$ cat src/rtl/tick_gen_multi.sv
// rtl/tick_gen_multi.sv - multi-channel programmable tick and square-wave generator
// Each channel counts 0..active_div; new divisors wait in a shadow until terminal or restart.
module tick_gen_multi #(
   parameter int CHANNELS    = 4,
   parameter int WIDTH       = 16,
   parameter int DEFAULT_DIV = 326
) (
   input  logic                CLOCK_50,
   input  logic                reset,
   input  logic [CHANNELS-1:0] enable,
   input  logic                restart,
   input  logic                wr_en,
   input  logic [3:0]          wr_ch,
   input  logic [WIDTH-1:0]    wr_data,
   output logic [CHANNELS-1:0] tick,
   output logic [CHANNELS-1:0] square,
   output logic [CHANNELS-1:0] pending
);

   localparam logic [WIDTH-1:0] DEF_DIV = WIDTH'(DEFAULT_DIV);

   logic [WIDTH-1:0]    cnt_q [CHANNELS];
   logic [WIDTH-1:0]    cnt_d [CHANNELS];
   logic [WIDTH-1:0]    act_q [CHANNELS];
   logic [WIDTH-1:0]    act_d [CHANNELS];
   logic [WIDTH-1:0]    shd_q [CHANNELS];
   logic [WIDTH-1:0]    shd_d [CHANNELS];
   logic [CHANNELS-1:0] tick_q, tick_d;
   logic [CHANNELS-1:0] square_q, square_d;
   logic [CHANNELS-1:0] pend_q, pend_d;
   logic [CHANNELS-1:0] wr_hit, term, load;
   logic [WIDTH-1:0]    new_div [CHANNELS];

   always_comb begin
      wr_hit = '0;
      term   = '0;
      load   = '0;
      for (int i = 0; i < CHANNELS; i++) begin
         // Out-of-range channel indices never match any i, so they are dropped here.
         wr_hit[i]  = wr_en && (wr_ch == 4'(i));
         term[i]    = enable[i] && (cnt_q[i] == act_q[i]);
         load[i]    = wr_hit[i] || pend_q[i];
         new_div[i] = wr_hit[i] ? wr_data : shd_q[i];

         cnt_d[i]    = cnt_q[i];
         act_d[i]    = act_q[i];
         shd_d[i]    = shd_q[i];
         tick_d[i]   = 1'b0;
         square_d[i] = square_q[i];
         pend_d[i]   = pend_q[i];

         if (restart || term[i]) begin
            cnt_d[i]    = '0;
            tick_d[i]   = !restart;
            square_d[i] = restart ? 1'b0 : ~square_q[i];
            if (load[i]) begin
               act_d[i]  = new_div[i];
               shd_d[i]  = new_div[i];
               pend_d[i] = 1'b0;
            end
         end else begin
            if (enable[i]) begin
               cnt_d[i] = cnt_q[i] + WIDTH'(1);
            end
            if (wr_hit[i]) begin
               shd_d[i]  = wr_data;
               pend_d[i] = 1'b1;
            end
         end
      end
   end

   always_ff @(posedge CLOCK_50 or negedge reset) begin
      if (!reset) begin
         for (int i = 0; i < CHANNELS; i++) begin
            cnt_q[i] <= '0;
            act_q[i] <= DEF_DIV;
            shd_q[i] <= DEF_DIV;
         end
         tick_q   <= '0;
         square_q <= '0;
         pend_q   <= '0;
      end else begin
         for (int i = 0; i < CHANNELS; i++) begin
            cnt_q[i] <= cnt_d[i];
            act_q[i] <= act_d[i];
            shd_q[i] <= shd_d[i];
         end
         tick_q   <= tick_d;
         square_q <= square_d;
         pend_q   <= pend_d;
      end
   end

   assign tick    = tick_q;
   assign square  = square_q;
   assign pending = pend_q;

endmodule

$ cat config.mk
export PLATFORM = sky130hd
export DESIGN_NAME = tick_gen_multi
export DESIGN_NICKNAME = d
export VERILOG_FILES = /design/src/rtl/tick_gen_multi.sv
export SDC_FILE = /design/constraint.sdc
export NUM_CORES = 1
export LEC_CHECK = 0
export BUFFER_PORTS_ARGS = -buffer_cell sky130_fd_sc_hd__buf_2
export CAP_MARGIN = 20
export CORE_MARGIN = 2
export CORE_UTILIZATION = 65
export CTS_CLUSTER_DIAMETER = 30
export CTS_CLUSTER_SIZE = 20
export DETAILED_ROUTE_END_ITERATION = 12
export PLACE_DENSITY_LB_ADDON = 0.3
export SLEW_MARGIN = 15
export SYNTH_ARGS = -nofsm -noshare
export SYNTH_HDL_FRONTEND = slang
export SYNTH_SLANG_ARGS = --single-unit
$ cat constraint.sdc
create_clock -name CLOCK_50 -period 5.6 [get_ports CLOCK_50]
set_input_delay 0.28 -clock CLOCK_50 [delete_from_list [all_inputs] [get_ports CLOCK_50]]
set_output_delay 0.28 -clock CLOCK_50 [all_outputs]
set_load 0.02 [all_outputs]
==> results_dict.tcl, run 1 <==
set metrics [dict create \
    outcome "finished clean" \
    num-fill-cells 901 \
    worst_slew_pin_slew_ns 1.10 \
    design.core.area_mm2 0.0145 \
    synthDominantAreaCellType "dfrtp_1" \
    finalWirelength_um 22700 \
    drtPass1Iterations 5 \
    layout-drive-gt1-share 0.168 \
    sequential_element_share_of_the_synthesized_area 0.531 \
    wl_per_cell_um 20.0 \
    cts_tree "built" \
    cts_repair_resize_count 0 \
    final_area_mm2 0.0113 \
    power.net_switching_mw 1.40 \
    clock_tree.buffer_depth 3 \
    timing.slew.headroom 0.263 \
    floorplan.initialDensity 0.666 \
    period_needed_ns 3.16 \
    hold_path.class "in2reg" \
    synthesis.yosys.warnings 0 \
    cts_num_sinks 204 \
    grt_max_degree 79 \
    power_frac_seq 0.395 \
    place.port_buffers 39 \
    post-route-drc-count 0 \
    grt_use_met3 0.0552 \
    dp.cells 1060 \
    internal-power_mw 3.73 \
    skew_ns 0.0233 \
    syn_to_final_growth_pct 16.9 \
    finalCoreUtilization 0.779 \
    clock_insertion_delay_worst_skew_ns 0.52 \
    synth.net_count 921 \
    fin_crit_sh 0.564 \
    horiz_die_dim_um 126 \
    mappedNetlistArea_mm2 0.00968 \
    overflow 0 \
    crit_fanout 33 \
    criticalPathCategory "reg2reg" \
    fmax_ghz 0.317 \
    place_area_mm2 0.00990 \
    instances_no_fill 1135 \
    netlist_top_cells_area "dfrtp_1, dfstp_2, mux2i_1" \
    placement.setup.worst_slack_ns 2.29 \
    design.die.area_mm2 0.0159 \
    power.switching_fraction 0.274 \
    synthDominantCellAreaShare 0.445 \
    vdd.ir_drop.worst_mv 0.324 \
    cp.required_ns 5.94 \
    gr-usage-met2 0.478 \
    post_synth_num_cell_types 36 \
    power-per-cell-area_mw_per_mm2 454 \
    cp_data_arrival_time_ns 3.50 \
    dp_wirelength_um 14000 \
    timing.final.hold_violations 0 \
    finalNetCount 952 \
    clkSlewWorstSetupHoldPaths_ns 0.06 \
    grt_first_pass_wirelength_um 37300 \
    synth_cells 889 \
    grt_util_met1 0.386 \
    setup_repair_after_global_routing_missed_its_margin "no" \
    drc_marker_count_from_the_first_detailed_route_iteration 614 \
    fp.dieH_um 126 \
    fin_tns_setup_ns 0 \
    cap_viol_max_count 0 \
    gr-usage-all-layers 0.292 \
    power.share.clock 0.467 \
    ffs_latches_synth 204 \
    dr_total_vias 7154 \
    final.hold.worst_slack_ns 0.114 \
    vias_per_cell 6.30 \
    antennaDiodeCount 0 \
    power.leakage_nw 5.29 \
    detail-route-antenna-nets 0 \
    h-tree-depth 2 \
    top_usage_layer "met2" \
    layout_setup_ws_ns 2.44 \
    floorplan.rows 44 \
    grt_antenna_before_repair 0 \
    ioPinCount 40 \
    combinationalPowerShare 0.138 \
    critical_path.startpoint_type "flip-flop" \
    finalSetupViolCount 0 \
    critical_path.endpoint_type "flip-flop" \
    syn-mean-instance-area_um2 10.9 \
    power.total_mw 5.14 \
    gp_congestion 0.842 \
    cts_made_buffers 39 \
    final-max-slew-violation-count 0 \
    cts_root_buf "clkbuf_16" \
    via_count_of_the_first_global_routing_pass 7379 \
]
[worst max-delay path: stages (launching register included)]
cell and delay [ns]:
dfrtp_1 0.45, xor2_1 0.20, nor4_1 0.43, and3_1 0.74
a21o_1 0.95, a31oi_1 0.21
[cell families (layout without fill, tap and decap cells)]
family | count (synthesis) | count (layout) | synth area share
and+or+nand+nor | 222 | 222 | 0.117
adders and majority gates | 4 | 4 | 0.00517
AOI/OAI and AO/OA | 144 | 144 | 0.112
xor gates and xnor gates | 124 | 124 | 0.112
buffers and inverters | 123 | 185 | 0.0521
muxes | 68 | 68 | 0.0703
DFF | 204 | 204 | 0.531
[metal layers]
layer  part of all wire  vias to the layer above
met5                  0                        -
met2               0.50                      270
met4              0.029                        0
li1                   -                     3216
met3              0.062                       62
met1               0.41                     3606
[final cells by class]
class | count | area [um^2] | share of cell area
sequential | 204 | 5140 | 0.455
multi-input combinational | 562 | 4040 | 0.357
timing repair buffer | 46 | 274 | 0.0242
clock buffer | 48 | 1090 | 0.0964
inverter | 67 | 251 | 0.0222
tap | 184 | 230 | 0.0203
clock inverter | 24 | 287 | 0.0253
[timing repair]
action                                 4_1_cts  5_1_grt
endpoints found under the hold margin       54        0
buffers inserted                             0        0
hold buffers                                 1        0
[cell usage in the layout (no fill, tap or decap), types with 4 or more instances in the layout]
| cell | n |
|---|---|
| xnor2_1 | 55 |
| clkinv_4 | 4 |
| dfrtp_1 | 172 |
| a21oi_1 | 6 |
| nand3_1 | 17 |
| nor4_1 | 15 |
| bufinv_16 | 4 |
| and3_1 | 16 |
| clkinv_2 | 5 |
| dfstp_2 | 32 |
| clkbuf_16 | 40 |
| buf_4 | 4 |
| nor2_1 | 88 |
| mux2i_1 | 68 |
| nor2b_1 | 5 |
| nand2b_1 | 10 |
| nand4_1 | 18 |
| a21o_1 | 4 |
| a221oi_1 | 64 |
| xor2_1 | 69 |
| clkbuf_8 | 7 |
| buf_2 | 38 |
| inv_6 | 6 |
| a31oi_1 | 64 |
| nand2_1 | 28 |
| nor3_1 | 6 |
| ha_1 | 4 |
| inv_1 | 67 |
| and4_1 | 7 |
| a31o_2 | 4 |
[cells in the mapped netlist]
library cell,count
nand4bb_1,1
clkbuf_1,26
xor2_1,69
nor4b_1,2
nor3b_2,1
nor3b_4,1
nor3_1,6
inv_1,67
nor4bb_1,1
nand2_1,28
buf_2,28
ha_1,4
nor2b_1,5
xnor2_1,55
nand4_1,18
mux2i_1,68
and3_1,16
dfrtp_1,172
a21o_1,4
a31oi_1,64
a31o_2,4
or4_1,1
nand3_1,17
buf_4,2
nor2_1,89
nor3_2,2
o21bai_4,1
a221oi_1,64
nor4_1,15
nor2_2,1
a21oi_1,6
nand2b_1,10
dfstp_2,32
o21bai_1,1
and4_1,7
or4b_4,1
[power by group through the flow]
stage | Clock, mW | Sequential [mW] | Combinational [mW]
2_1_floorplan | 0 | 1.97 | 0.525
3_3_place_gp | 0 | 2.02 | 0.638
3_5_place_dp | 0 | 2.03 | 0.685
4_1_cts | 2.42 | 2.02 | 0.709
5_1_grt | 2.49 | 2.05 | 0.797
6_report | 2.40 | 2.03 | 0.709
[final timing paths]
path                       startpoint        end  slack, ns  depth (start not counted)
max reg2reg                 cnt_q[32]  act_q[36]       2.44                          5
min reg2reg                 shd_q[29]  shd_q[29]       0.49                          2
max in group asynchronous       reset  act_q[45]       3.95                          3
min                        wr_data[2]  shd_q[18]       0.11                          3
max                         cnt_q[32]  act_q[36]       2.44                          5
min in group asynchronous       reset  cnt_q[27]       0.32                          2
[flip-flops by register name, summed over array words and instances, names as in the netlist]
name / cells
cnt_q: 64
square: 4
act_q: 64
pending: 4
tick: 4
shd_q: 64
(Power assumes the default switching activity.)
==> inputs of run 2 (changes only) <==
--- a/config.mk
+++ b/config.mk
@@ -8,7 +8,7 @@
 export BUFFER_PORTS_ARGS = -buffer_cell sky130_fd_sc_hd__buf_2
 export CAP_MARGIN = 20
 export CORE_MARGIN = 2
-export CORE_UTILIZATION = 65
+export CORE_UTILIZATION = 62
 export CTS_CLUSTER_DIAMETER = 30
 export CTS_CLUSTER_SIZE = 20
 export DETAILED_ROUTE_END_ITERATION = 12
==> constraint.sdc (replaced) <==
create_clock -name CLOCK_50 -period 2.98 [get_ports CLOCK_50]
set_input_delay 0.149 -clock CLOCK_50 [delete_from_list [all_inputs] [get_ports CLOCK_50]]
set_output_delay 0.149 -clock CLOCK_50 [all_outputs]
set_load 0.02 [all_outputs]
==> results_dict.tcl, run 2 (synthesis gave the netlist of run 1 again) <==
set metrics [dict create \
    outcome "finished clean" \
    combinationalPowerShare 0.136 \
    worst-r2r-setup-slack_ns 0.75 \
    cpPeakStageDelay_ns 0.45 \
    internal-power_mw 7.27 \
    path_cells "xor2_1 -> nor4_1 -> and3_1 -> a21o_1 -> buf_4 -> a31oi_1" \
    power.share.clock 0.477 \
    gp_congestion 0.864 \
    route.met3.wl_um 1260 \
    worst_slew_pin_slew_ns 1.04 \
    fp.dieH_um 129 \
    design.core.area_mm2 0.0153 \
    power-per-cell-area_mw_per_mm2 841 \
    dr_total_vias 7143 \
    power.leakage_nw 5.46 \
    detail-route-antenna-nets 0 \
    crit_fanout 25 \
    drc_marker_count_from_the_first_detailed_route_iteration 529 \
    cts_hold_buffers 13 \
    fin_tns_setup_ns 0 \
    final-max-slew-violation-count 0 \
    finalWirelength_um 22400 \
    setup_repair_after_global_routing_missed_its_margin "no" \
    final.hold.worst_slack_ns 0.00498 \
    worst_path_max_delay_cell "dfrtp_1" \
    power.switching_fraction 0.260 \
    horiz_die_dim_um 129 \
    grt_first_pass_wirelength_um 36900 \
    cts_num_sinks 204 \
    top_signal_layer_used "met4" \
    drtPass1Iterations 6 \
    hold_path.class "in2reg" \
    ioPinCount 40 \
    clock_tree.buffer_depth 3 \
    clock_insertion_delay_worst_skew_ns 0.52 \
    via_count_of_the_first_global_routing_pass 7203 \
    power_frac_seq 0.387 \
    vias_per_cell 5.97 \
    cap_viol_max_count 0 \
    final_cell_mix "dfrtp_1, nor2_1, xor2_1" \
    grt_max_degree 71 \
    syn_to_final_growth_pct 20.7 \
    gr-usage-all-layers 0.284 \
    reg.largest.list "act_q x64, cnt_q x64, shd_q x64" \
    dp_wirelength_um 14200 \
    overflow 0 \
    cts_tree "built" \
    clkSlewWorstSetupHoldPaths_ns 0.04 \
    h-tree-depth 2 \
    buf_inv_on_cp 1 \
    post-cts-setup-buffer-count 0 \
    skew_ns 0.0201 \
    critical_path.top_delay_family "simple AND/OR/NAND/NOR gates" \
    met1_wl_um 9470 \
    cts_made_buffers 40 \
    wl_per_cell_um 18.7 \
    fmax_ghz 0.448 \
    post-route-drc-count 0 \
    cts_root_buf "clkbuf_16" \
    floorplan.rows 45 \
    cp.required_ns 3.31 \
    grt_antenna_before_repair 0 \
    cp_data_arrival_time_ns 2.56 \
    design.die.area_mm2 0.0166 \
    floorplan.initialDensity 0.635 \
    finalSetupViolCount 0 \
    fin_crit_sh 0.748 \
    cts_repair_resize_count 0 \
    timing.slew.headroom 0.309 \
    mostFrequentLayoutCell "dfrtp_1" \
    finalNetCount 986 \
    timing.final.hold_violations 0 \
    critical_path.endpoint_type "flip-flop" \
    met2_wirelength_um 11100 \
    critical_path.startpoint_type "flip-flop" \
    power.net_switching_mw 2.55 \
    layout-drive-gt1-share 0.183 \
    criticalPathCategory "reg2reg" \
    antennaDiodeCount 0 \
    period_needed_ns 2.23 \
    place.port_buffers 39 \
    vdd.ir_drop.worst_mv 0.562 \
]
==> run 2: changes by cell type in the layout (fill, tap and decap cells not counted), moves of 2 or more <==
cell	delta
buf_4	+21
dlygate4sd3_1	+12
clkinvlp_4	+4
bufinv_16	+3
clkbuf_1	+3
clkinv_4	-3
inv_6	-3
buf_12	+2
buf_8	-2
clkbuf_8	-2
clkinv_2	+2
inv_8	-2
==> run 2: stage by stage <==
stage	area (um^2)	setup WS [ns]	instances	util	power (mW)
2_1_floorplan	9680	1.16	889	-	4.69
6_report	11700	0.750	1197	0.766	9.82
3_5_place_dp	10100	0.775	1110	0.664	5.12
5_1_grt	11700	0.530	1197	0.766	10.2
4_1_cts	11700	0.762	1197	0.766	9.89
3_3_place_gp	10100	0.813	1110	0.664	5.04
==> run 2: layout make-up <==
cell class / instances / area, um^2
Clock inverter: 24 / 325
Timing Repair Buffer: 79 / 562
Fill cell: 986 / 3570
Clock buffer: 50 / 1100
Inverter: 67 / 251
Multi-Input combinational cell: 562 / 4040
Tap cell: 211 / 264
Sequential cell: 204 / 5140
==> run 2: power by group through the flow <==
stage	registers, mW	clock network (mW)	logic (mW)
floorplan	3.71	0	0.986
global placement	3.80	0	1.24
detailed placement	3.82	0	1.30
CTS	3.80	4.75	1.35
global route	3.86	4.88	1.50
finish	3.81	4.68	1.34
==> run 2: worst paths after layout <==
path | from | end | depth (start not counted)
worst min register to register | shd_q[53] | shd_q[53] | 2
worst max-delay path | cnt_q[19] | act_q[28] | 6
max in group asynchronous | reset | act_q[8] | 3
worst max register to register | cnt_q[19] | act_q[28] | 6
worst min-delay path | enable[2] | cnt_q[16] | 3
min in group asynchronous | reset | cnt_q[24] | 2
==> run 2: layer usage <==
layer | vias to the layer above | global-route usage
met4 | 0 | 0.0991
met1 | 3605 | 0.385
met2 | 205 | 0.461
met5 | - | 0
met3 | 44 | 0.0561
li1 | 3289 | -
==> run 2: worst register-to-register path, stage by stage (launching register included) <==
cell     delay [ns]
dfrtp_1        0.45
xor2_1         0.17
nor4_1         0.38
and3_1         0.26
a21o_1         0.33
buf_4          0.35
a31oi_1        0.13
